==> src/rtl/pc_pkg.sv <==
// Shared FSM encoding and default vectors for the program-counter generator.
package pc_pkg;

  typedef enum logic [1:0] {
    HOLD  = 2'd0,
    RUN   = 2'd1,
    FLUSH = 2'd2
  } pc_state_e;

  localparam logic [31:0] DEF_RESET_VEC = 32'h0000_8000;
  localparam logic [31:0] DEF_TRAP_VEC  = 32'h0000_0100;

endpackage

==> src/rtl/pc_ras.sv <==
// Circular return-address stack: the pointer marks the top entry, and the count saturates at RAS_DEPTH.
// When the stack is full, a push overwrites the oldest entry.
module pc_ras #(
  parameter int XLEN      = 32,
  parameter int RAS_DEPTH = 4
) (
  input  logic            clk,
  input  logic            rst,
  input  logic            push,
  input  logic            pop,
  input  logic [XLEN-1:0] push_data,
  output logic [XLEN-1:0] top,
  output logic            empty,
  output logic            full
);

  localparam int PW = $clog2(RAS_DEPTH);
  localparam int CW = PW + 1;

  logic [XLEN-1:0] mem_r [RAS_DEPTH];
  logic [PW-1:0]   ptr_r;
  logic [PW-1:0]   wr_ptr_s;
  logic [CW-1:0]   cnt_r;
  logic            pop_s;

  assign top   = mem_r[ptr_r];
  assign empty = (cnt_r == CW'(0));
  assign full  = (cnt_r == CW'(RAS_DEPTH));
  assign pop_s = pop && !empty;

  // A simultaneous push and pop replaces the top entry in place.
  always_comb begin
    if (push && !pop_s) begin
      wr_ptr_s = ptr_r + PW'(1);
    end else begin
      wr_ptr_s = ptr_r;
    end
  end

  // Pointer and occupancy count.
  always_ff @(posedge clk or negedge rst) begin
    if (!rst) begin
      ptr_r <= {PW{1'b0}};
      cnt_r <= {CW{1'b0}};
    end else if (push && !pop_s) begin
      ptr_r <= ptr_r + PW'(1);
      if (!full) begin
        cnt_r <= cnt_r + CW'(1);
      end
    end else if (pop_s && !push) begin
      ptr_r <= ptr_r - PW'(1);
      cnt_r <= cnt_r - CW'(1);
    end
  end

  // Entry storage; contents are meaningless while the count is zero.
  always_ff @(posedge clk) begin
    if (push) begin
      mem_r[wr_ptr_s] <= push_data;
    end
  end

endmodule

==> src/rtl/pc_gen.sv <==
// Fetch program-counter generator with trap, redirect and return-stack prediction.
// It also contains the HOLD/RUN/FLUSH validity FSM.
module pc_gen
  import pc_pkg::*;
#(
  parameter int              XLEN      = 32,
  parameter logic [XLEN-1:0] RESET_VEC = XLEN'(DEF_RESET_VEC),
  parameter logic [XLEN-1:0] TRAP_VEC  = XLEN'(DEF_TRAP_VEC),
  parameter int              INC       = 4,
  parameter int              RAS_DEPTH = 4
) (
  input  logic            clk,
  input  logic            rst,
  input  logic            stall,
  input  logic            redirect,
  input  logic [XLEN-1:0] redirect_target,
  input  logic            trap,
  input  logic            call,
  input  logic            ret,
  output logic [XLEN-1:0] pc,
  output logic [XLEN-1:0] pc_nxt,
  output logic            pc_valid,
  output logic            ras_empty,
  output logic            ras_full,
  output logic            misalign_err,
  output logic            ras_underflow
);

  localparam logic [XLEN-1:0] ALIGN_MASK = XLEN'(INC - 1);

  pc_state_e       state_r;
  pc_state_e       state_nxt_s;
  logic [XLEN-1:0] pc_r;
  logic [XLEN-1:0] pc_inc_s;
  logic [XLEN-1:0] pc_nxt_s;
  logic [XLEN-1:0] tgt_s;
  logic [XLEN-1:0] ras_top_s;
  logic            flush_s;
  logic            adv_s;
  logic            ret_hit_s;
  logic            push_s;
  logic            underflow_s;
  logic            misalign_s;
  logic            pc_valid_r;
  logic            misalign_r;
  logic            underflow_r;

  assign pc_inc_s    = pc_r + XLEN'(INC);
  assign tgt_s       = redirect_target & ~ALIGN_MASK;
  assign flush_s     = trap || redirect;
  assign adv_s       = !stall && !flush_s;
  assign ret_hit_s   = ret && adv_s && !ras_empty;
  assign push_s      = call && adv_s;
  assign underflow_s = ret && adv_s && ras_empty;
  // Misalignment matters only when the redirect actually wins over a trap.
  assign misalign_s  = redirect && !trap && ((redirect_target & ALIGN_MASK) != {XLEN{1'b0}});

  pc_ras #(
    .XLEN      (XLEN),
    .RAS_DEPTH (RAS_DEPTH)
  ) u_ras (
    .clk       (clk),
    .rst       (rst),
    .push      (push_s),
    .pop       (ret_hit_s),
    .push_data (pc_inc_s),
    .top       (ras_top_s),
    .empty     (ras_empty),
    .full      (ras_full)
  );

  // Next-pc selection in priority order.
  always_comb begin
    if (trap) begin
      pc_nxt_s = TRAP_VEC;
    end else if (redirect) begin
      pc_nxt_s = tgt_s;
    end else if (ret_hit_s) begin
      pc_nxt_s = ras_top_s;
    end else if (stall) begin
      pc_nxt_s = pc_r;
    end else begin
      pc_nxt_s = pc_inc_s;
    end
  end

  // FSM next state.
  always_comb begin
    case (state_r)
      HOLD:    state_nxt_s = RUN;
      RUN:     state_nxt_s = flush_s ? FLUSH : RUN;
      FLUSH:   state_nxt_s = flush_s ? FLUSH : RUN;
      default: state_nxt_s = HOLD;
    endcase
  end

  // State, pc and registered status pulses.
  always_ff @(posedge clk or negedge rst) begin
    if (!rst) begin
      state_r     <= HOLD;
      pc_r        <= RESET_VEC;
      pc_valid_r  <= 1'b0;
      misalign_r  <= 1'b0;
      underflow_r <= 1'b0;
    end else begin
      state_r     <= state_nxt_s;
      pc_r        <= pc_nxt_s;
      pc_valid_r  <= (state_nxt_s == RUN);
      misalign_r  <= misalign_s;
      underflow_r <= underflow_s;
    end
  end

  assign pc            = pc_r;
  assign pc_nxt        = pc_nxt_s;
  assign pc_valid      = pc_valid_r;
  assign misalign_err  = misalign_r;
  assign ras_underflow = underflow_r;

endmodule

==> config.mk <==
export PLATFORM = sky130hd
export DESIGN_NAME = pc_gen
export DESIGN_NICKNAME = d
export VERILOG_FILES = /design/src/rtl/pc_pkg.sv /design/src/rtl/pc_ras.sv /design/src/rtl/pc_gen.sv
export SDC_FILE = /design/constraint.sdc
export NUM_CORES = 1
export LEC_CHECK = 0
export CORE_ASPECT_RATIO = 1.2
export CORE_UTILIZATION = 55
export CTS_BUF_LIST = sky130_fd_sc_hd__clkbuf_16
export CTS_CLUSTER_DIAMETER = 40
export CTS_CLUSTER_SIZE = 14
export DETAILED_ROUTE_END_ITERATION = 7
export GPL_TIMING_DRIVEN = 0
export PLACE_DENSITY = 0.91
export SLEW_MARGIN = 20
export SYNTH_ARGS = -nofsm -noshare
export SYNTH_HDL_FRONTEND = slang
export SYNTH_SLANG_ARGS = --single-unit
==> constraint.sdc <==
create_clock -name clk -period 5.5 [get_ports clk]
set_input_delay 0.55 -clock clk [delete_from_list [all_inputs] [get_ports clk]]
set_output_delay 0.55 -clock clk [all_outputs]
set_load 0.005 [all_outputs]
==> impl_results.html, run 1 <==
<table>
<tr><th>Metric</th><th>Value</th></tr>
<tr><th colspan="2">Outcome</th></tr>
<tr><td>Outcome</td><td>finished, violations left</td></tr>
<tr><td>Violations in the final reports</td><td>DRC</td></tr>
<tr><th colspan="2">Routing</th></tr>
<tr><td>Total Routed Length</td><td>22450 um</td></tr>
<tr><td>Number of nets still failing antenna checks after routing</td><td>0</td></tr>
<tr><td>Number of optimization iterations in the first detailed-route pass</td><td>7</td></tr>
<tr><td>Avg WL per Cell</td><td>25.28 um</td></tr>
<tr><td>Number of vias per cell after detailed routing</td><td>between 6 and 7</td></tr>
<tr><td>Iter 0 DRT Violations</td><td>between 800 and 900</td></tr>
<tr><td>Number of remaining DRC errors</td><td>10</td></tr>
<tr><td>Via Count</td><td>~6000</td></tr>
<tr><th colspan="2">Logic synthesis</th></tr>
<tr><td>#FFs+latches synth</td><td>170</td></tr>
<tr><td>Top cells by instance count after synthesis</td><td>128 x edfxtp_1, 49 x nand2_1, 41 x dfrtp_1, 32 x mux4_2, 32 x nor2_1</td></tr>
<tr><td>Number of flops mapped to enable cells by yosys</td><td>between 100 and 150</td></tr>
<tr><td>Share of Yosys cell area claimed by the top area cell type</td><td>48.81%</td></tr>
<tr><td>Portion of the post-synthesis area used by sequential elements</td><td>between 60% and 70%</td></tr>
<tr><td>Mapped Cells</td><td>568</td></tr>
<tr><td>Post-Synthesis Mean Instance Area</td><td>around 14 um^2</td></tr>
<tr><td>Leading area contributor after synthesis</td><td>edfxtp_1</td></tr>
<tr><td>Dominant cell by count in the synthesized netlist</td><td>edfxtp_1</td></tr>
<tr><td>Syn Nets</td><td>between 600 and 700</td></tr>
<tr><td>Top FF cell, synth</td><td>edfxtp_1</td></tr>
<tr><td>Top cells by area in the synthesized netlist</td><td>edfxtp_1 49%, dfrtp_1 13%, mux4_2 9.2%, xor2_1 2.4%, nand2_1 2.3%</td></tr>
<tr><td>Number of distinct standard cells referenced by the synthesized netlist</td><td>between 60 and 70</td></tr>
<tr><td>Post-Synthesis Cell Area</td><td>a little under 8000 um^2</td></tr>
<tr><td>Async S/R FF share, synth</td><td>24.71%</td></tr>
<tr><td>Yosys warns</td><td>0</td></tr>
<tr><th colspan="2">Cells and area</th></tr>
<tr><td>Ratio of cells with drive above 1 in the final layout</td><td>~14%</td></tr>
<tr><td>Core occupancy in the finished layout</td><td>a little over 70%</td></tr>
<tr><td>Final cell count without fillers</td><td>888</td></tr>
<tr><td># nets final</td><td>roughly 750</td></tr>
<tr><td>Layout Area Growth over Synthesis</td><td>24.88%</td></tr>
<tr><td>Post-route cell area</td><td>just under 10000 um^2</td></tr>
<tr><td>Antenna diode count</td><td>0</td></tr>
<tr><th colspan="2">STA</th></tr>
<tr><td>Count of final hold-check violations</td><td>0</td></tr>
<tr><td>Setup repair after global routing missed its margin</td><td>no</td></tr>
<tr><td>Max Clk Rate</td><td>between 0.2 and 0.25 GHz</td></tr>
<tr><td>Clk_skew</td><td>0.009977 ns</td></tr>
<tr><td>Clock period minus final worst setup slack</td><td>~4.5 ns</td></tr>
<tr><td>Final-layout setup total negative slack</td><td>0 ns</td></tr>
<tr><td>Worst hold slack across all endpoints</td><td>slightly below 0.1 ns</td></tr>
<tr><td>Max transition margin</td><td>42.20%</td></tr>
<tr><td>Final number of max-transition violations</td><td>0</td></tr>
<tr><td>Final setup viols</td><td>0</td></tr>
<tr><td>Min setup slack post-route</td><td>between 0.9 and 1 ns</td></tr>
<tr><td>Worst Tran Pin Value</td><td>roughly 0.86 ns</td></tr>
<tr><td>Final Cycle Share</td><td>82.31%</td></tr>
<tr><th colspan="2">Flow run</th></tr>
<tr><td>Number of maximum-capacitance violations</td><td>0</td></tr>
<tr><th colspan="2">Power and ir drop</th></tr>
<tr><td>Cell-internal power</td><td>between 2 and 3 mW</td></tr>
<tr><td>Final Total Pwr</td><td>between 3 and 4 mW</td></tr>
<tr><td>Pwr per Cell Area</td><td>around 360 nW/um^2</td></tr>
<tr><td>Switching power summed over all nets</td><td>roughly 1.0 mW</td></tr>
<tr><td>Static leakage</td><td>approximately 3.5 nW</td></tr>
<tr><td>Relative contribution of combinational cells to total power</td><td>a little over a quarter</td></tr>
<tr><td>Switching Share</td><td>between 20 and 30%</td></tr>
<tr><td>Flop pwr share</td><td>43.5%</td></tr>
<tr><td>Part of the power in the clock network</td><td>30.4%</td></tr>
<tr><td>Highest ir drop seen on vdd</td><td>0.0002871 V</td></tr>
<tr><th colspan="2">Worst setup path</th></tr>
<tr><td>Worst r2r path cells</td><td>7</td></tr>
<tr><td>Critical Path Fanout Max</td><td>10</td></tr>
<tr><td>Required time of the critical path</td><td>~5 ns</td></tr>
<tr><td>Worst path arrival time</td><td>about 4.0 ns</td></tr>
<tr><td>Most frequent CP cell</td><td>clkbuf_1</td></tr>
<tr><td>Critical path capture point type</td><td>output port</td></tr>
<tr><td>CP Cell Sequence</td><td>nor3_1 &gt; or2_2 &gt; clkbuf_1 &gt; clkbuf_1 &gt; o21ai_0 &gt; o31ai_1 &gt; clkdlybuf4s50_1</td></tr>
<tr><td>Highest cell delay on the worst timing path</td><td>0.70 ns</td></tr>
<tr><td>CP Launch Type</td><td>register</td></tr>
<tr><td>Worst-path cell with the longest stage delay</td><td>nor3_1</td></tr>
<tr><td>Crit path kind</td><td>register to output port</td></tr>
<tr><th colspan="2">GRT</th></tr>
<tr><td>Global routing usage summed across all routing layers</td><td>between 30% and 40%</td></tr>
<tr><td>Vias in the first global route</td><td>6092</td></tr>
<tr><td>Global routing usage on met1</td><td>between 30% and 40%</td></tr>
<tr><td>GRT met2 Usage</td><td>53.19%</td></tr>
<tr><td>Number of antenna violations at the first check in global routing</td><td>0</td></tr>
<tr><td>First-pass GRT wire length</td><td>34310 um</td></tr>
<tr><td>Top Usage Layer GRT</td><td>met2</td></tr>
<tr><td>Total global routing overflow</td><td>0</td></tr>
<tr><td>Fraction of met3 tracks used by global routing</td><td>8.154%</td></tr>
<tr><td>Largest net degree at the start of global routing</td><td>23</td></tr>
<tr><th colspan="2">Clocking</th></tr>
<tr><td>Cell at the root of the clock tree</td><td>clkbuf_16</td></tr>
<tr><td>CTS H-tree depth</td><td>4</td></tr>
<tr><td>Worst skew pair latency</td><td>roughly 0.43 ns</td></tr>
<tr><td>Postcts setup bufs</td><td>0</td></tr>
<tr><td>Clock tree from TritonCTS</td><td>done</td></tr>
<tr><td>Longest Clk Path Bufs</td><td>2</td></tr>
<tr><td>Clock slew at the register clock pins of the worst setup and hold paths</td><td>roughly 0.060 ns</td></tr>
<tr><td>TritonCTS Buffers</td><td>17</td></tr>
<tr><td>Number of gates resized after cts</td><td>0</td></tr>
<tr><td>Number of clock sinks</td><td>170</td></tr>
<tr><td>Cts-stage hold buffer count</td><td>0</td></tr>
<tr><th colspan="2">Placement</th></tr>
<tr><td>Detailed placer's ending HPWL</td><td>around 16000 um</td></tr>
<tr><td>Count of placed standard cells including taps</td><td>roughly 860</td></tr>
<tr><td>Placed Instance Area</td><td>9311 um^2</td></tr>
<tr><td>Placement Setup Slack</td><td>0.8993 ns</td></tr>
<tr><td>Count of port buffers added during placement</td><td>between 100 and 150</td></tr>
<tr><td>Global placement routability congestion</td><td>0.8978</td></tr>
<tr><th colspan="2">Die</th></tr>
<tr><td>Die width</td><td>111.2 um</td></tr>
<tr><td>Count of standard-cell rows</td><td>47</td></tr>
<tr><td>Die outline height</td><td>about 130 um</td></tr>
<tr><td>Starting utilization of the core area</td><td>between 50 and 60%</td></tr>
<tr><td>Die area</td><td>~15000 um^2</td></tr>
<tr><td>Core region area</td><td>between 10000 and 15000 um^2</td></tr>
<tr><td>Boundary Pins</td><td>108</td></tr>
<tr><th colspan="2">Hold path</th></tr>
<tr><td>Hold/Removal Path Class</td><td>primary input to asynchronous set/reset pin</td></tr>
</table>
metal layers:
metal / part of all wire [%] / vias to the layer above
li1: - / 2453
met1: 33 / 2918
met2: 51 / 517
met3: 11 / 99
met4: 5.1 / 0
met5: 0 / -
cells in the final DEF, fill, tap and decap left out, types with 4 or more instances in the layout:
cell type | Yosys | routed
nor2_1 | 32 | 30
nand4_1 | 9 | 9
o21ai_0 | 21 | 21
o31ai_1 | 6 | 6
dfrtp_1 | 41 | 41
xnor2_1 | 21 | 21
clkinv_1 | 2 | 6
mux4_2 | 32 | 32
o221ai_1 | 10 | 10
nand3_1 | 15 | 15
ha_1 | 7 | 7
nor3_1 | 22 | 20
and3_1 | 4 | 4
buf_2 | 8 | 9
a21oi_1 | 16 | 16
nor4_1 | 9 | 9
or3_1 | 4 | 4
clkdlybuf4s50_1 | 0 | 106
inv_1 | 12 | 16
buf_4 | 5 | 11
and4_1 | 6 | 6
a211o_1 | 5 | 5
edfxtp_1 | 128 | 128
nand2_1 | 49 | 49
clkbuf_1 | 25 | 25
xor2_1 | 22 | 22
clkbuf_16 | 0 | 17
o211ai_1 | 4 | 4
worst max-delay path, delay by kind of cell (launching register included):
kind            cells  cell delay, ns
flops               1            0.43
buf+inv             3            1.57
compound gates      2            0.59
simple gates        2            0.94
sequential cells by signal, indices dropped and copies added, names as in the netlist:
signal and count:
pc 32, u_ras.cnt_r 3, ras_underflow 1, u_ras.ptr_r 2, u_ras.mem_r 128, state_r 2
misalign_err 1, pc_valid 1
layout make-up:
type / instances / area [um^2]
sequential: 170 / 4896
fill: 896 / 4044
multi-input combinational: 344 / 2771
timing repair buffer: 117 / 1197
clock buffer: 17 / 425.4
tap: 171 / 214.0
buffer: 40 / 180.2
clock inverter: 15 / 97.59
inverter: 14 / 52.55
power groups by stage:
stage	clock network (mW)	registers, mW	logic (mW)
6_report	1.08	1.54	0.928
5_1_grt	1.13	1.55	0.986
4_1_cts	1.08	1.54	0.916
3_5_place_dp	0	1.57	0.904
3_3_place_gp	0	1.56	0.847
2_1_floorplan	0	1.55	0.565
path summary, 6_finish.rpt:
path	slack (ns)	from	to
max in group asynchronous	4.80	rst	pc[15]
min reg2reg	0.55	u_ras.cnt_r[2]	u_ras.cnt_r[2]
max reg2reg	1.88	u_ras.cnt_r[0]	u_ras.mem_r[2][26]
max	0.97	u_ras.cnt_r[0]	pc_nxt[16]
min in group clk	0.55	u_ras.cnt_r[2]	u_ras.cnt_r[2]
min	0.1	rst	pc[10]
logic make-up after synthesis:
kind of cell,Yosys count,synth area share (%)
fa+ha+maj,8,1.366
xor+xnor,43,4.782
buf+inv,54,2.955
compound gates,85,7.388
simple gates,171,11.52
flops,170,62.17
mux,37,9.819
No activity file was read; power rests on OpenSTA's default activity.
==> run 2: changes to the inputs <==
--- a/config.mk
+++ b/config.mk
@@ -6,13 +6,13 @@
 export NUM_CORES = 1
 export LEC_CHECK = 0
 export CORE_ASPECT_RATIO = 1.2
-export CORE_UTILIZATION = 55
+export CORE_UTILIZATION = 50
 export CTS_BUF_LIST = sky130_fd_sc_hd__clkbuf_16
 export CTS_CLUSTER_DIAMETER = 40
 export CTS_CLUSTER_SIZE = 14
 export DETAILED_ROUTE_END_ITERATION = 7
 export GPL_TIMING_DRIVEN = 0
-export PLACE_DENSITY = 0.91
+export PLACE_DENSITY = 0.88
 export SLEW_MARGIN = 20
 export SYNTH_ARGS = -nofsm -noshare
 export SYNTH_HDL_FRONTEND = slang
==> constraint.sdc (replaced) <==
create_clock -name clk -period 3.7 [get_ports clk]
set_input_delay 0.37 -clock clk [delete_from_list [all_inputs] [get_ports clk]]
set_output_delay 0.37 -clock clk [all_outputs]
set_load 0.005 [all_outputs]
==> run 2 against run 1 <==
- hold slack gained 0.29 ns
- final cell count up 3.6%
- core utilization is 5.1 points lower
- combinational power increased by 51%
- via count fell by 0.85%
- clock power up 54%
- register-to-register slack got worse by 1.5 ns
- sequential share of layout area is 0.80 points lower
- the run now ends clean
- flip-flop and latch count stayed put
- first-iteration DRC count shrank 3.8%
- sequential power up 50%
- critical path type unchanged
- power increased by 51%
==> impl_results.html, run 2 (synthesized netlist as in run 1, its figures left out) <==
<table>
<tr><th>Metric</th><th>Value</th></tr>
<tr><th colspan="2">Placement</th></tr>
<tr><td>Count of placed standard cells including taps</td><td>just under 900</td></tr>
<tr><td>Global placement routability congestion</td><td>between 0.9 and 1</td></tr>
<tr><td>Placement Setup Slack</td><td>-0.7431 ns</td></tr>
<tr><td>Detailed placer's ending HPWL</td><td>15520 um</td></tr>
<tr><td>Count of port buffers added during placement</td><td>107</td></tr>
<tr><th colspan="2">Routing</th></tr>
<tr><td>Number of remaining DRC errors</td><td>0</td></tr>
<tr><td>Via Count</td><td>5936</td></tr>
<tr><td>Number of optimization iterations in the first detailed-route pass</td><td>8</td></tr>
<tr><td>Total Routed Length</td><td>between 20000 and 25000 um</td></tr>
<tr><td>Avg WL per Cell</td><td>24.35 um</td></tr>
<tr><td>Number of vias per cell after detailed routing</td><td>about 6.5</td></tr>
<tr><td>Number of nets still failing antenna checks after routing</td><td>0</td></tr>
<tr><td>Iter 0 DRT Violations</td><td>a little over 800</td></tr>
<tr><th colspan="2">Cells and area</th></tr>
<tr><td>Final cell count without fillers</td><td>920</td></tr>
<tr><td>Largest register by flop count</td><td>u_ras.mem_r</td></tr>
<tr><td>Most frequent cells in the layout</td><td>128 x edfxtp_1, 106 x clkdlybuf4s50_1, 49 x nand2_1, 39 x dfrtp_1, 32 x mux4_2</td></tr>
<tr><td>Max reg flops</td><td>128</td></tr>
<tr><td>Commonest non-fill, non-tap cell in the layout</td><td>edfxtp_1</td></tr>
<tr><td># nets final</td><td>between 700 and 800</td></tr>
<tr><td>Antenna diode count</td><td>0</td></tr>
<tr><td>Ratio of cells with drive above 1 in the final layout</td><td>between 15 and 20%</td></tr>
<tr><td>Layout Area Growth over Synthesis</td><td>26.99%</td></tr>
<tr><th colspan="2">Outcome</th></tr>
<tr><td>Outcome</td><td>completed</td></tr>
<tr><th colspan="2">GRT</th></tr>
<tr><td>Total global routing overflow</td><td>0</td></tr>
<tr><td>Number of antenna violations at the first check in global routing</td><td>0</td></tr>
<tr><td>Largest net degree at the start of global routing</td><td>29</td></tr>
<tr><td>Vias in the first global route</td><td>roughly 6100</td></tr>
<tr><td>Global routing usage summed across all routing layers</td><td>a little under 30%</td></tr>
<tr><td>First-pass GRT wire length</td><td>approximately 34000 um</td></tr>
<tr><th colspan="2">Worst setup path</th></tr>
<tr><td>Required time of the critical path</td><td>approximately 3.3 ns</td></tr>
<tr><td>Critical Path Fanout Max</td><td>10</td></tr>
<tr><td>Cell type group with the largest total delay on the critical path</td><td>simple AND/OR/NAND/NOR gates</td></tr>
<tr><td>Worst-path cell with the longest stage delay</td><td>nor4_1</td></tr>
<tr><td>Critical path capture point type</td><td>output port</td></tr>
<tr><td>Highest cell delay on the worst timing path</td><td>approximately 0.57 ns</td></tr>
<tr><td>Crit path kind</td><td>register to output port</td></tr>
<tr><td>CP Launch Type</td><td>register</td></tr>
<tr><td>Worst path arrival time</td><td>between 3 and 4 ns</td></tr>
<tr><td>CP Cell Sequence</td><td>and3_1 &gt; buf_4 &gt; nand4_4 &gt; clkbuf_1 &gt; nor4_1 &gt; nor3_1 &gt; o31ai_2 &gt; clkdlybuf4s50_1</td></tr>
<tr><td>Buffers plus inverters on the worst setup path</td><td>3</td></tr>
<tr><th colspan="2">Clocking</th></tr>
<tr><td>Clock slew at the register clock pins of the worst setup and hold paths</td><td>roughly 0.06 ns</td></tr>
<tr><td>Worst skew pair latency</td><td>around 0.43 ns</td></tr>
<tr><td>Clock tree from TritonCTS</td><td>done</td></tr>
<tr><td>Number of clock sinks</td><td>170</td></tr>
<tr><td>Longest Clk Path Bufs</td><td>2</td></tr>
<tr><td>CTS H-tree depth</td><td>4</td></tr>
<tr><td>Cell at the root of the clock tree</td><td>clkbuf_16</td></tr>
<tr><td>TritonCTS Buffers</td><td>17</td></tr>
<tr><th colspan="2">Die</th></tr>
<tr><td>Boundary Pins</td><td>roughly 110</td></tr>
<tr><td>Die width</td><td>~120 um</td></tr>
<tr><td>Starting utilization of the core area</td><td>about half</td></tr>
<tr><td>Count of standard-cell rows</td><td>49</td></tr>
<tr><td>Die outline height</td><td>around 140 um</td></tr>
<tr><td>Die area</td><td>16260 um^2</td></tr>
<tr><td>Core region area</td><td>between 15000 and 20000 um^2</td></tr>
<tr><th colspan="2">STA</th></tr>
<tr><td>Setup repair after global routing missed its margin</td><td>yes</td></tr>
<tr><td>Worst Tran Pin Value</td><td>0.7345 ns</td></tr>
<tr><td>Final-layout setup total negative slack</td><td>0 ns</td></tr>
<tr><td>Final setup viols</td><td>0</td></tr>
<tr><td>Final Cycle Share</td><td>98.41%</td></tr>
<tr><td>Clock period minus final worst setup slack</td><td>3.641 ns</td></tr>
<tr><td>Final number of max-transition violations</td><td>0</td></tr>
<tr><td>Max Clk Rate</td><td>~0.27 GHz</td></tr>
<tr><td>Max transition margin</td><td>between 50% and 60%</td></tr>
<tr><td>Clk_skew</td><td>0.007291 ns</td></tr>
<tr><td>Min setup slack post-route</td><td>roughly 0.059 ns</td></tr>
<tr><td>Count of final hold-check violations</td><td>0</td></tr>
<tr><th colspan="2">Power and ir drop</th></tr>
<tr><td>Final Total Pwr</td><td>5.368 mW</td></tr>
<tr><td>Highest ir drop seen on vdd</td><td>~0.00036 V</td></tr>
<tr><td>Static leakage</td><td>roughly 3.6 nW</td></tr>
<tr><td>Pwr per Cell Area</td><td>approximately 540 nW/um^2</td></tr>
<tr><th colspan="2">Hold path</th></tr>
<tr><td>Hold/Removal Path Class</td><td>primary input to asynchronous set/reset pin</td></tr>
<tr><th colspan="2">Flow run</th></tr>
<tr><td>Number of maximum-capacitance violations</td><td>0</td></tr>
</table>
==> run 2: worst reg2reg max path, stage by stage, from the launching register on <==
cell     delay (ns)
dfrtp_1        0.43
nor3_2         0.44
or3_1          0.33
ha_1           0.29
inv_1          0.14
ha_1           0.40
nor3_4         0.36
buf_4          0.23
buf_6          0.17
buf_4          0.22
==> run 2: where the power goes <==
part / switching, mW / internal, mW / total (mW)
Clock: 0.696 / 0.967 / 1.66
Combinational: 0.722 / 0.674 / 1.40
Sequential: 0.111 / 2.20 / 2.31
Total: 1.53 / 3.84 / 5.37
==> run 2: stage by stage <==
stage          cell area (um^2)  utilization, %  hold slack, ns
2_1_floorplan              7875               -         0.07441
3_3_place_gp               9201           60.52          0.4750
3_5_place_dp               9360           61.56          0.3076
4_1_cts                    9926           65.28          0.3930
5_1_grt                   10000           65.78          0.4071
6_report                  10000           65.78          0.3891
==> run 2: final cells by class <==
| type | count | area [um^2] |
|---|---|---|
| clock inverter | 15 | 121.4 |
| sequential | 170 | 4898 |
| tap | 204 | 255.2 |
| inverter | 14 | 55.05 |
| multi-input combinational | 344 | 2829 |
| timing repair buffer | 120 | 1235 |
| clock buffer | 17 | 425.4 |
| buffer | 36 | 181.4 |
| fill | 1040 | 5204 |
==> run 2: repair_timing <==
item,4_1_cts,5_1_grt
hold endpoints to repair,14,0
resized for setup,10,21
setup buffers,0,1
pin swaps,1,1
hold buffers,1,0
endpoints found under the setup margin,114,44
==> run 2: final timing paths <==
check                                   startpoint                  to  slack, ns  cells past startpoint
worst min-delay path                           rst      u_ras.ptr_r[0]       0.39                      2
worst max register to register      u_ras.cnt_r[1]  u_ras.mem_r[0][19]       0.40                      9
worst min register to register               pc[1]   u_ras.mem_r[0][1]       0.56                      0
min in group clk                redirect_target[6]               pc[6]       0.52                      3
max in group asynchronous                      rst              pc[15]       2.73                      3
worst max-delay path                         pc[8]          pc_nxt[30]       0.06                      8
==> run 2: per-layer routing <==
metal  GRT usage [%]  part of all wire [%]  up-vias
met5               0                     0        -
met4           16.46                   5.3        0
met3           8.319                    11      112
met2           45.84                    50      507
met1           35.12                    34     2861
li1                -                     -     2456
==> run 3: changes to the inputs <==
==> constraint.sdc (replaced) <==
create_clock -name clk -period 3.7 [get_ports clk]
set_input_delay 0.74 -clock clk [delete_from_list [all_inputs] [get_ports clk]]
set_output_delay 0.74 -clock clk [all_outputs]
set_load 0.005 [all_outputs]
==> run 3 against run 2 <==
- worst setup slack got worse by 0.063 ns
- largest cell class unchanged
- sequential share of layout area fell by 1.6 points
- die area did not move
- critical endpoint is now pc_nxt[26]
- final cell count rose by 1.1%
- core utilization rose by 2.4 points
- global-route usage rose by 1.4 points
- non-clock buffer count rose by 10
- the flow now finishes with violations (setup timing)
==> impl_results.html, run 3 (synthesized netlist as in run 1, its figures left out) <==
<table>
<tr><th>Metric</th><th>Value</th></tr>
<tr><th colspan="2">Outcome</th></tr>
<tr><td>Outcome</td><td>finished, violations left</td></tr>
<tr><td>Violations in the final reports</td><td>setup timing</td></tr>
<tr><th colspan="2">STA</th></tr>
<tr><td>Final Cycle Share</td><td>100.1%</td></tr>
<tr><td>Final number of max-transition violations</td><td>0</td></tr>
<tr><td>Worst Tran Pin Value</td><td>between 0.7 and 0.8 ns</td></tr>
<tr><td>Setup repair after global routing missed its margin</td><td>yes</td></tr>
<tr><td>Clk_skew</td><td>0.01014 ns</td></tr>
<tr><td>Min setup slack post-route</td><td>-0.004254 ns</td></tr>
<tr><td>Max transition margin</td><td>between 50 and 60%</td></tr>
<tr><td>Final-layout setup total negative slack</td><td>-0.004254 ns</td></tr>
<tr><td>Worst hold slack across all endpoints</td><td>approximately 0.32 ns</td></tr>
<tr><td>Final setup viols</td><td>1</td></tr>
<tr><td>Count of final hold-check violations</td><td>0</td></tr>
<tr><td>Clock period minus final worst setup slack</td><td>~3.7 ns</td></tr>
<tr><td>Max Clk Rate</td><td>approximately 0.27 GHz</td></tr>
<tr><th colspan="2">Power and ir drop</th></tr>
<tr><td>Switching power summed over all nets</td><td>roughly 1.6 mW</td></tr>
<tr><td>Pwr per Cell Area</td><td>532.3 nW/um^2</td></tr>
<tr><td>Part of the power in the clock network</td><td>a little under a third</td></tr>
<tr><td>Cell-internal power</td><td>roughly 4 mW</td></tr>
<tr><td>Switching Share</td><td>29.34%</td></tr>
<tr><td>Highest ir drop seen on vdd</td><td>approximately 0.00034 V</td></tr>
<tr><td>Relative contribution of combinational cells to total power</td><td>26.5%</td></tr>
<tr><td>Flop pwr share</td><td>42.5%</td></tr>
<tr><td>Static leakage</td><td>~3.8 nW</td></tr>
<tr><th colspan="2">Cells and area</th></tr>
<tr><td>Most frequent cells in the layout</td><td>128 x edfxtp_1, 96 x clkdlybuf4s50_1, 48 x nand2_1, 34 x dfrtp_1, 32 x mux4_2</td></tr>
<tr><td>Commonest non-fill, non-tap cell in the layout</td><td>edfxtp_1</td></tr>
<tr><td>Max reg flops</td><td>approximately 130</td></tr>
<tr><td>Final cell count without fillers</td><td>a little over 900</td></tr>
<tr><td>Layout Area Growth over Synthesis</td><td>31.54%</td></tr>
<tr><td>Largest register by flop count</td><td>u_ras.mem_r</td></tr>
<tr><td># nets final</td><td>760</td></tr>
<tr><td>Core occupancy in the finished layout</td><td>between 60% and 70%</td></tr>
<tr><td>Antenna diode count</td><td>0</td></tr>
<tr><td>Ratio of cells with drive above 1 in the final layout</td><td>between 20% and 30%</td></tr>
<tr><td>Post-route cell area</td><td>around 10000 um^2</td></tr>
<tr><th colspan="2">Routing</th></tr>
<tr><td>Number of optimization iterations in the first detailed-route pass</td><td>8</td></tr>
<tr><td>Total Routed Length</td><td>~24000 um</td></tr>
<tr><td>Number of nets still failing antenna checks after routing</td><td>0</td></tr>
<tr><td>Iter 0 DRT Violations</td><td>about 1100</td></tr>
<tr><td>Via Count</td><td>between 6000 and 7000</td></tr>
<tr><td>Top Layer Used</td><td>met4</td></tr>
<tr><td>Number of remaining DRC errors</td><td>0</td></tr>
<tr><td>Met2 Routed Length</td><td>approximately 12000 um</td></tr>
<tr><td>Avg WL per Cell</td><td>26.25 um</td></tr>
<tr><td>Post-route met1 wirelength</td><td>approximately 8000 um</td></tr>
<tr><td>Met3 WL</td><td>roughly 3200 um</td></tr>
<tr><td>Number of vias per cell after detailed routing</td><td>between 6 and 7</td></tr>
<tr><th colspan="2">Placement</th></tr>
<tr><td>Placed Instance Area</td><td>approximately 9400 um^2</td></tr>
<tr><td>Count of port buffers added during placement</td><td>between 100 and 150</td></tr>
<tr><td>Count of placed standard cells including taps</td><td>886</td></tr>
<tr><td>Global placement routability congestion</td><td>just over 0.9</td></tr>
<tr><td>Detailed placer's ending HPWL</td><td>about 16000 um</td></tr>
<tr><th colspan="2">Die</th></tr>
<tr><td>Die outline height</td><td>approximately 140 um</td></tr>
<tr><td>Starting utilization of the core area</td><td>about half</td></tr>
<tr><td>Boundary Pins</td><td>approximately 110</td></tr>
<tr><td>Die area</td><td>between 15000 and 20000 um^2</td></tr>
<tr><td>Die width</td><td>around 120 um</td></tr>
<tr><td>Count of standard-cell rows</td><td>49</td></tr>
<tr><td>Core region area</td><td>around 15000 um^2</td></tr>
<tr><th colspan="2">Flow run</th></tr>
<tr><td>Number of maximum-capacitance violations</td><td>0</td></tr>
<tr><th colspan="2">Worst setup path</th></tr>
<tr><td>Required time of the critical path</td><td>2.96 ns</td></tr>
<tr><td>CP Launch Type</td><td>register</td></tr>
<tr><td>Worst path arrival time</td><td>between 2 and 3 ns</td></tr>
<tr><td>Crit path kind</td><td>register to output port</td></tr>
<tr><td>Critical Path Fanout Max</td><td>6</td></tr>
<tr><td>Critical path capture point type</td><td>output port</td></tr>
<tr><th colspan="2">GRT</th></tr>
<tr><td>Largest net degree at the start of global routing</td><td>23</td></tr>
<tr><td>Vias in the first global route</td><td>approximately 6300</td></tr>
<tr><td>Global routing usage summed across all routing layers</td><td>30.26%</td></tr>
<tr><td>Number of antenna violations at the first check in global routing</td><td>0</td></tr>
<tr><td>Total global routing overflow</td><td>0</td></tr>
<tr><td>First-pass GRT wire length</td><td>about 35000 um</td></tr>
<tr><th colspan="2">Clocking</th></tr>
<tr><td>Cell at the root of the clock tree</td><td>clkbuf_16</td></tr>
<tr><td>Number of clock sinks</td><td>170</td></tr>
<tr><td>CTS H-tree depth</td><td>4</td></tr>
<tr><td>Clock slew at the register clock pins of the worst setup and hold paths</td><td>around 0.07 ns</td></tr>
<tr><td>TritonCTS Buffers</td><td>17</td></tr>
<tr><td>Longest Clk Path Bufs</td><td>2</td></tr>
<tr><td>Worst skew pair latency</td><td>about 0.44 ns</td></tr>
<tr><td>Clock tree from TritonCTS</td><td>done</td></tr>
<tr><th colspan="2">Hold path</th></tr>
<tr><td>Hold/Removal Path Class</td><td>primary input to asynchronous set/reset pin</td></tr>
</table>
==> run 3: cell types whose count changed in the layout (fill, tap and decap cells not counted), sizes merged <==
cell and change:
dlygate4sd2 +7, inv -2, clkinv +2, clkdlybuf4s50 -10, buf +15, clkbuf -3, dlymetal6s2s +2, dlygate4sd3 -1
==> run 3: critical path, stage by stage (launching register included) <==
cell             delay, ns
dfstp_2               0.55
buf_4                 0.17
nand2_1               0.07
or4_4                 0.59
nor3_2                0.28
nand2_1               0.14
o211a_1               0.27
clkdlybuf4s50_1       0.44
==> run 3: routing by layer <==
layer	vias up	global-route usage [%]
met4	0	19.59
met2	672	47.84
met1	2968	36.29
met3	147	8.101
li1	2470	-
met5	-	0
==> run 3: area by class of cell <==
cell class	count	area, um^2
Sequential cell	170	4905
Fill cell	980	4846
Multi-Input combinational cell	344	2952
Timing Repair Buffer	133	1393
Clock buffer	17	425.4
Tap cell	204	255.2
Buffer	33	231.5
Clock inverter	15	135.1
Inverter	14	62.56
==> run 3: timing repair <==
action	4_1_cts	5_1_grt
endpoints found under the hold margin	0	0
hold buffers	0	0
endpoints found under the setup margin	160	116
setup buffers	13	6
gates resized for setup	82	23
pin swaps	13	4
==> run 3: stage by stage <==
step / setup WS [ns] / power, mW
3_5_place_dp: -1.073 / 3.673
6_report: -0.004254 / 5.514
4_1_cts: 0.002916 / 5.437
5_1_grt: -0.07748 / 5.673
2_1_floorplan: -0.3825 / 3.151
3_3_place_gp: -2.382 / 3.587
==> run 3: path summary, 6_finish.rpt <==
path                                     start            endpoint  slack (ns)  cells past startpoint
min in group clk                         pc[1]   u_ras.mem_r[2][1]        0.58                      0
worst min-delay path                       rst      u_ras.ptr_r[0]        0.32                      1
worst min register to register           pc[1]   u_ras.mem_r[2][1]        0.58                      0
worst max register to register  u_ras.cnt_r[0]  u_ras.mem_r[2][22]        0.74                      8
worst max-delay path                    pc[15]          pc_nxt[26]      -0.004                      7
max in group asynchronous                  rst              pc[18]        2.83                      2
==> run 3: power groups by stage <==
| stage | Sequential [mW] | Clock, mW | Combinational, mW |
|---|---|---|---|
| after floorplan | 2.31 | 0 | 0.845 |
| after global placement | 2.32 | 0 | 1.26 |
| after detailed placement | 2.33 | 0 | 1.34 |
| after CTS | 2.31 | 1.72 | 1.41 |
| after global routing | 2.35 | 1.79 | 1.53 |
| final | 2.34 | 1.71 | 1.46 |
==> edit 1: new RTL, settings of run 1 <==
Encoding of `pc_state_e`: now one-hot (3 bits for 3 states).
--- a/src/rtl/pc_pkg.sv
+++ b/src/rtl/pc_pkg.sv
@@ -2,8 +2,8 @@
 package pc_pkg;
 
-  typedef enum logic [1:0] {
-    HOLD  = 2'd0,
-    RUN   = 2'd1,
-    FLUSH = 2'd2
+  typedef enum logic [2:0] {
+    HOLD  = 3'b001,
+    RUN   = 3'b010,
+    FLUSH = 3'b100
   } pc_state_e;
 
Formal check against the unedited RTL: same outputs for any inputs over 4 cycles, from zero or initial values and one cycle with rst low; so few cycles prove little.
==> edit 1 against run 1 <==
  * The flow still finishes with violations (DRC)
  * Wire length down 5.3%
  * Cell area rose by 0.60%
  * Worst setup slack got worse by 150 ps
  * Global-route usage shrank 1.9 points
  * Sequential cell count is 1 higher
  * Combinational power is 0.6% lower
  * Count of clock-buffer cells in the layout did not move
  * Sequential share of layout area about the same
  * Cell count shrank 0.11%
  * Clock skew down 3.3 ps
  * Total power rose by 2.6%
  * Register-to-register slack lost 180 ps
  * Area after synthesis increased by 0.32%
  * Critical path type unchanged
==> edit 1: results (changes against run 1) <==
metric	value	unit	change
reg2regPathDepth	9		+2
utilization	71.0	%	+0.12 points
synth.mux.area_fraction	10.2	%	+0.33 points
grtUsageMet2	50.6	%	-2.6 points
nFillCells	866		-3.3%
cts_inserted_buffers	17		unchanged
r2r_setup_slack	1700	ps	-180 ps
n_antenna_cell	0		unchanged
grt_pass1_vias	5959		-2.2%
wl_met1	7430	um	-1.1%
ir_worst_vdd	0.252	mV	-12%
num-nets-final	748		-0.40%
cp.arrival	4130	ps	+150 ps
grt_util_met1	36.0	%	-1.3 points
wl_met2	10800	um	-5.5%
grtUsageTotal	29.9	%	-1.9 points
synth.distinct_cells	56		-9.7%
drt-initial-drc-count	714		-15%
hold_violations	0		unchanged
vias_per_cell	6.49		-3.7%
globalplace.congestion	0.918		+2.2%
postPlaceCellArea	0.00932	mm^2	+0.12%
grtUsageMet3	7.64	%	-0.51 points
grt_max_degree	32		+39%
synthTopCellsByCount	edfxtp_1 (128), nand2_1 (44), dfrtp_1 (41)		
total_leakage_power	0.00350	uW	-0.86%
violations	DRC		
wl_met3	2290	um	-4.1%
drc	18		+8
yosys.area_share.adder	1.05	%	-0.32 points
wl_per_cell	24.0	um	-5.2%
rr_endpoint	u_ras.mem_r[1][26]		
post-dp-hpwl	14900	um	-4.6%
synth_area_leaders	edfxtp_1 (49%), dfrtp_1 (13%), mux4_2 (9.1%)		
synthXorXnorAreaFrac	5.76	%	+0.98 points
io_buffers	105		-1.9%
synth_fp_nets	613		-0.33%
cts_resized	0		unchanged
async_flop_share	25.1	%	+0.44 points
synth_flop_cell	edfxtp_1		
status	finished, violations left		
synth_compound_area_share	7.30	%	-0.087 points
yosys_warnings	0		unchanged
r2r_start	u_ras.cnt_r[1]		
grt_pass1_wl	32600	um	-4.9%
synth_sequential_area_ratio	62.3	%	+0.14 points
drive_above_1_share	14.9	%	+1.3 points
top_register	u_ras.mem_r		
skew	6.68	ps	-3.30 ps
maxSlewHeadroom	32.0	%	-10 points
## edit 1: cell count changes after synthesis, sizes merged, moves of 6 or more
cell   change
a21oi     +15
xnor2     +11
nor3       -8
and4       -6
## edit 1: worst max path at each step
| stage | endpoint | slack (ps) | cells past startpoint |
|---|---|---|---|
| after floorplan | u_ras.mem_r[0][0] | 750 | 10 |
| after global placement | u_ras.mem_r[2][3] | -1850 | 11 |
| after detailed placement | u_ras.mem_r[2][2] | 950 | 13 |
| after CTS | pc_nxt[7] | 950 | 7 |
| after global routing | pc_nxt[7] | 800 | 7 |
| final | pc_nxt[7] | 820 | 7 |
## edit 1: per-stage QoR
stage	cells	hold WS [ps]	power [uW]	setup slack (ps)
after detailed placement	855	474	2500	952
after CTS	887	11.4	3640	946
after global placement	844	489	2440	-1850
after global routing	887	27.2	3760	801
final	887	15.7	3640	824
after floorplan	568	254	2160	751
## edit 1: cell type report
cell class | count | share of cell area (%)
clock inverters | 15 | 1.40
multi-input cells | 343 | 28.1
well taps | 171 | 2.16
flip-flops and latches | 171 | 49.8
plain buffers | 40 | 1.81
clock buffers | 17 | 4.30
inverters | 14 | 0.531
repair buffers | 116 | 12.0
## edit 1: cells by family after synthesis
logic type | after synthesis
AND/OR/NAND/NOR | 156
XOR/XNOR | 52
multiplexers | 40
AO/OA/AOI/OAI | 89
buffers and inverters | 54
flip-flops | 171
adder cells (fa/ha/maj) | 6
## edit 1: worst max-delay path, stage by stage, from the launching register on
cell and delay [ps]:
dfrtp_1 440, o31ai_1 670, nand2b_1 190, clkbuf_1 260
clkbuf_1 490, nor3_1 110, a2111oi_0 870, clkdlybuf4s50_1 680
## edit 1: report_power, final
group	switching [uW]	internal (uW)	total, uW
clock	521	630	1150
sequential	75.7	1490	1570
combinational	469	453	922
total	1070	2580	3640
==> edit 2: new RTL, config.mk and constraints of run 1 <==
Made on the original files. `XLEN` is set to 32 in 2 places; all go to 16.
--- a/src/rtl/pc_ras.sv
+++ b/src/rtl/pc_ras.sv
@@ -2,5 +2,5 @@
 // When the stack is full, a push overwrites the oldest entry.
 module pc_ras #(
-  parameter int XLEN      = 32,
+  parameter int XLEN      = 16,
   parameter int RAS_DEPTH = 4
 ) (
--- a/src/rtl/pc_gen.sv
+++ b/src/rtl/pc_gen.sv
@@ -4,5 +4,5 @@
   import pc_pkg::*;
 #(
-  parameter int              XLEN      = 32,
+  parameter int              XLEN      = 16,
   parameter logic [XLEN-1:0] RESET_VEC = XLEN'(DEF_RESET_VEC),
   parameter logic [XLEN-1:0] TRAP_VEC  = XLEN'(DEF_TRAP_VEC),
Interface: changed (resized pc, pc_nxt and redirect_target); port bits go from 108 to 60. No check against the original RTL was run, so the function may have changed too.
==> edit 2 against run 1 <==
  * Total power is 44% lower
  * Sequential cell count is 80 lower
  * Area after synthesis is 46% lower
  * Worst setup slack better by 880 ps
  * Sequential share of layout area is 1.2 points lower
  * Wire length is 52% lower
  * Cell area is 46% lower
  * Sequential power is 44% lower
  * Critical path type is now primary input to flop
  * Critical endpoint is now u_ras.mem_r[1][15]
==> edit 2: results (changes against run 1) <==
metric	value	unit	change
async_flop_share	28.9	%	+4.2 points
synth-edff-count	64		-50%
clk_latency	340	ps	-90 ps
dp.cells	451		-47%
synth.distinct_cells	54		-13%
synth_sequential_area_ratio	60.6	%	-1.6 points
drive_above_1_share	14.6	%	+0.92 points
grt_pass1_wl	16400	um	-52%
startpoint	stall		
crit_path_top_delay_cell	clkdlybuf4s50_1		
top_register	u_ras.mem_r		
yosys.area_share.adder	2.65	%	+1.3 points
drt-initial-drc-count	408		-51%
grtUsageTotal	28.6	%	-3.2 points
avgSynthCellArea	14.3	um^2	+3.1%
status	finished, final reports clean		
synth_area_leaders	edfxtp_1 (45%), dfrtp_1 (15%), mux4_1 (6.2%)		
post_layout_nonfiller_instances	467		-47%
synth_fp_nets	329		-47%
slowest_delay	620	ps	-80 ps
cts.htree.levels	3		-1
clkSlewWorstSetupHoldPaths	70	ps	
synthTopCellsByCount	edfxtp_1 (64), dfrtp_1 (25), nand2_1 (22)		
globalplace.congestion	0.901		+0.31%
yosys_warnings	0		unchanged
cts_inserted_buffers	9		-8
num-nets-final	404		-46%
grt_max_degree	27		+17%
grt_pass1_vias	2999		-51%
wl_per_cell	23.0	um	-9.2%
synthXorXnorAreaFrac	4.54	%	-0.24 points
synth_compound_area_share	7.96	%	+0.57 points
drt_first_pass_iters	5		-2
post-dp-hpwl	7270	um	-53%
synth.mux.area_fraction	10.1	%	+0.29 points
worstMarginPinSlew	904	ps	+42.1 ps
ir_worst_vdd	0.290	mV	+1.1%
largest_register_ff_count	64		-50%
skew	9.84	ps	-0.133 ps
total_leakage_power	0.00197	uW	-44%
die_area	0.00808	mm^2	-45%
r2r_start	u_ras.cnt_r[1]		
post_cts_buffers	0		unchanged
cp.arrival	3690	ps	-290 ps
io_buffers	58		-46%
vias	3029		-49%
edit 2: changes by cell type in the layout (fill, tap and decap cells not counted), moves of 9 or more:
cell / change
xor2_1: -14
nand2_1: -27
nand3_1: -9
mux4_2: -26
o221ai_1: -10
nor2_1: -17
mux4_1: +10
o21ai_0: -19
clkbuf_1: -25
edfxtp_1: -64
dfrtp_1: -16
clkdlybuf4s50_1: -49
edit 2: worst reg2reg max path, cell delays in order, from the launching register on:
cell and delay [ps]:
dfrtp_1 490, o31ai_4 550, nor3_4 120, inv_1 120
ha_1 220, inv_1 140, ha_1 310, nand3_1 140
nor2_2 490, buf_6 250
edit 2: cell type report:
class	count	area [um^2]
Multi-Input combinational cell	179	1530
Buffer	14	101
Clock inverter	7	61.3
Clock buffer	9	225
Timing Repair Buffer	64	632
Inverter	14	52.6
Sequential cell	90	2570
Fill cell	469	2070
Tap cell	90	113
edit 2: path summary, 6_finish.rpt:
path	to	slack (ps)	cells after the start
worst max-delay path	u_ras.mem_r[1][15]	1850	11
worst min-delay path	u_ras.cnt_r[0]	240	1
worst max register to register	u_ras.mem_r[1][15]	2370	9
worst min register to register	u_ras.mem_r[3][0]	570	0
max in group asynchronous	pc[14]	4820	1
min in group clk	pc[7]	560	2
edit 2: through the flow:
step / hold WS (ps) / utilization [%] / cell area, um^2 / setup WS, ps
5_1_grt: 289 / 71.9 / 5290 / 1730
2_1_floorplan: 254 / - / 4250 / 1900
3_3_place_gp: 518 / 67.1 / 4940 / 480
3_5_place_dp: 551 / 68.0 / 5010 / 1600
4_1_cts: 261 / 71.9 / 5290 / 1870
6_report: 237 / 71.9 / 5290 / 1850
edit 2: cell families (layout without fill, tap and decap cells):
logic type,after synthesis,after routing
compound gates,47,47
flops,90,90
xor+xnor,22,22
simple gates,82,82
mux,19,19
fa+ha+maj,9,9
buf+inv,28,108
edit 2: per-layer routing:
metal / vias up / part of all wire [%] / track usage (%)
met3: 49 / 8.1 / 6.82
met2: 215 / 50 / 46.0
met5: - / 0 / 0
met4: 0 / 4.1 / 11.9
li1: 1291 / - / -
met1: 1474 / 38 / 36.9
edit 2: power by group:
| group | internal [uW] | switching, uW | total [uW] |
|---|---|---|---|
| clock | 347 | 251 | 598 |
| sequential | 795 | 60.3 | 855 |
| combinational | 279 | 274 | 552 |
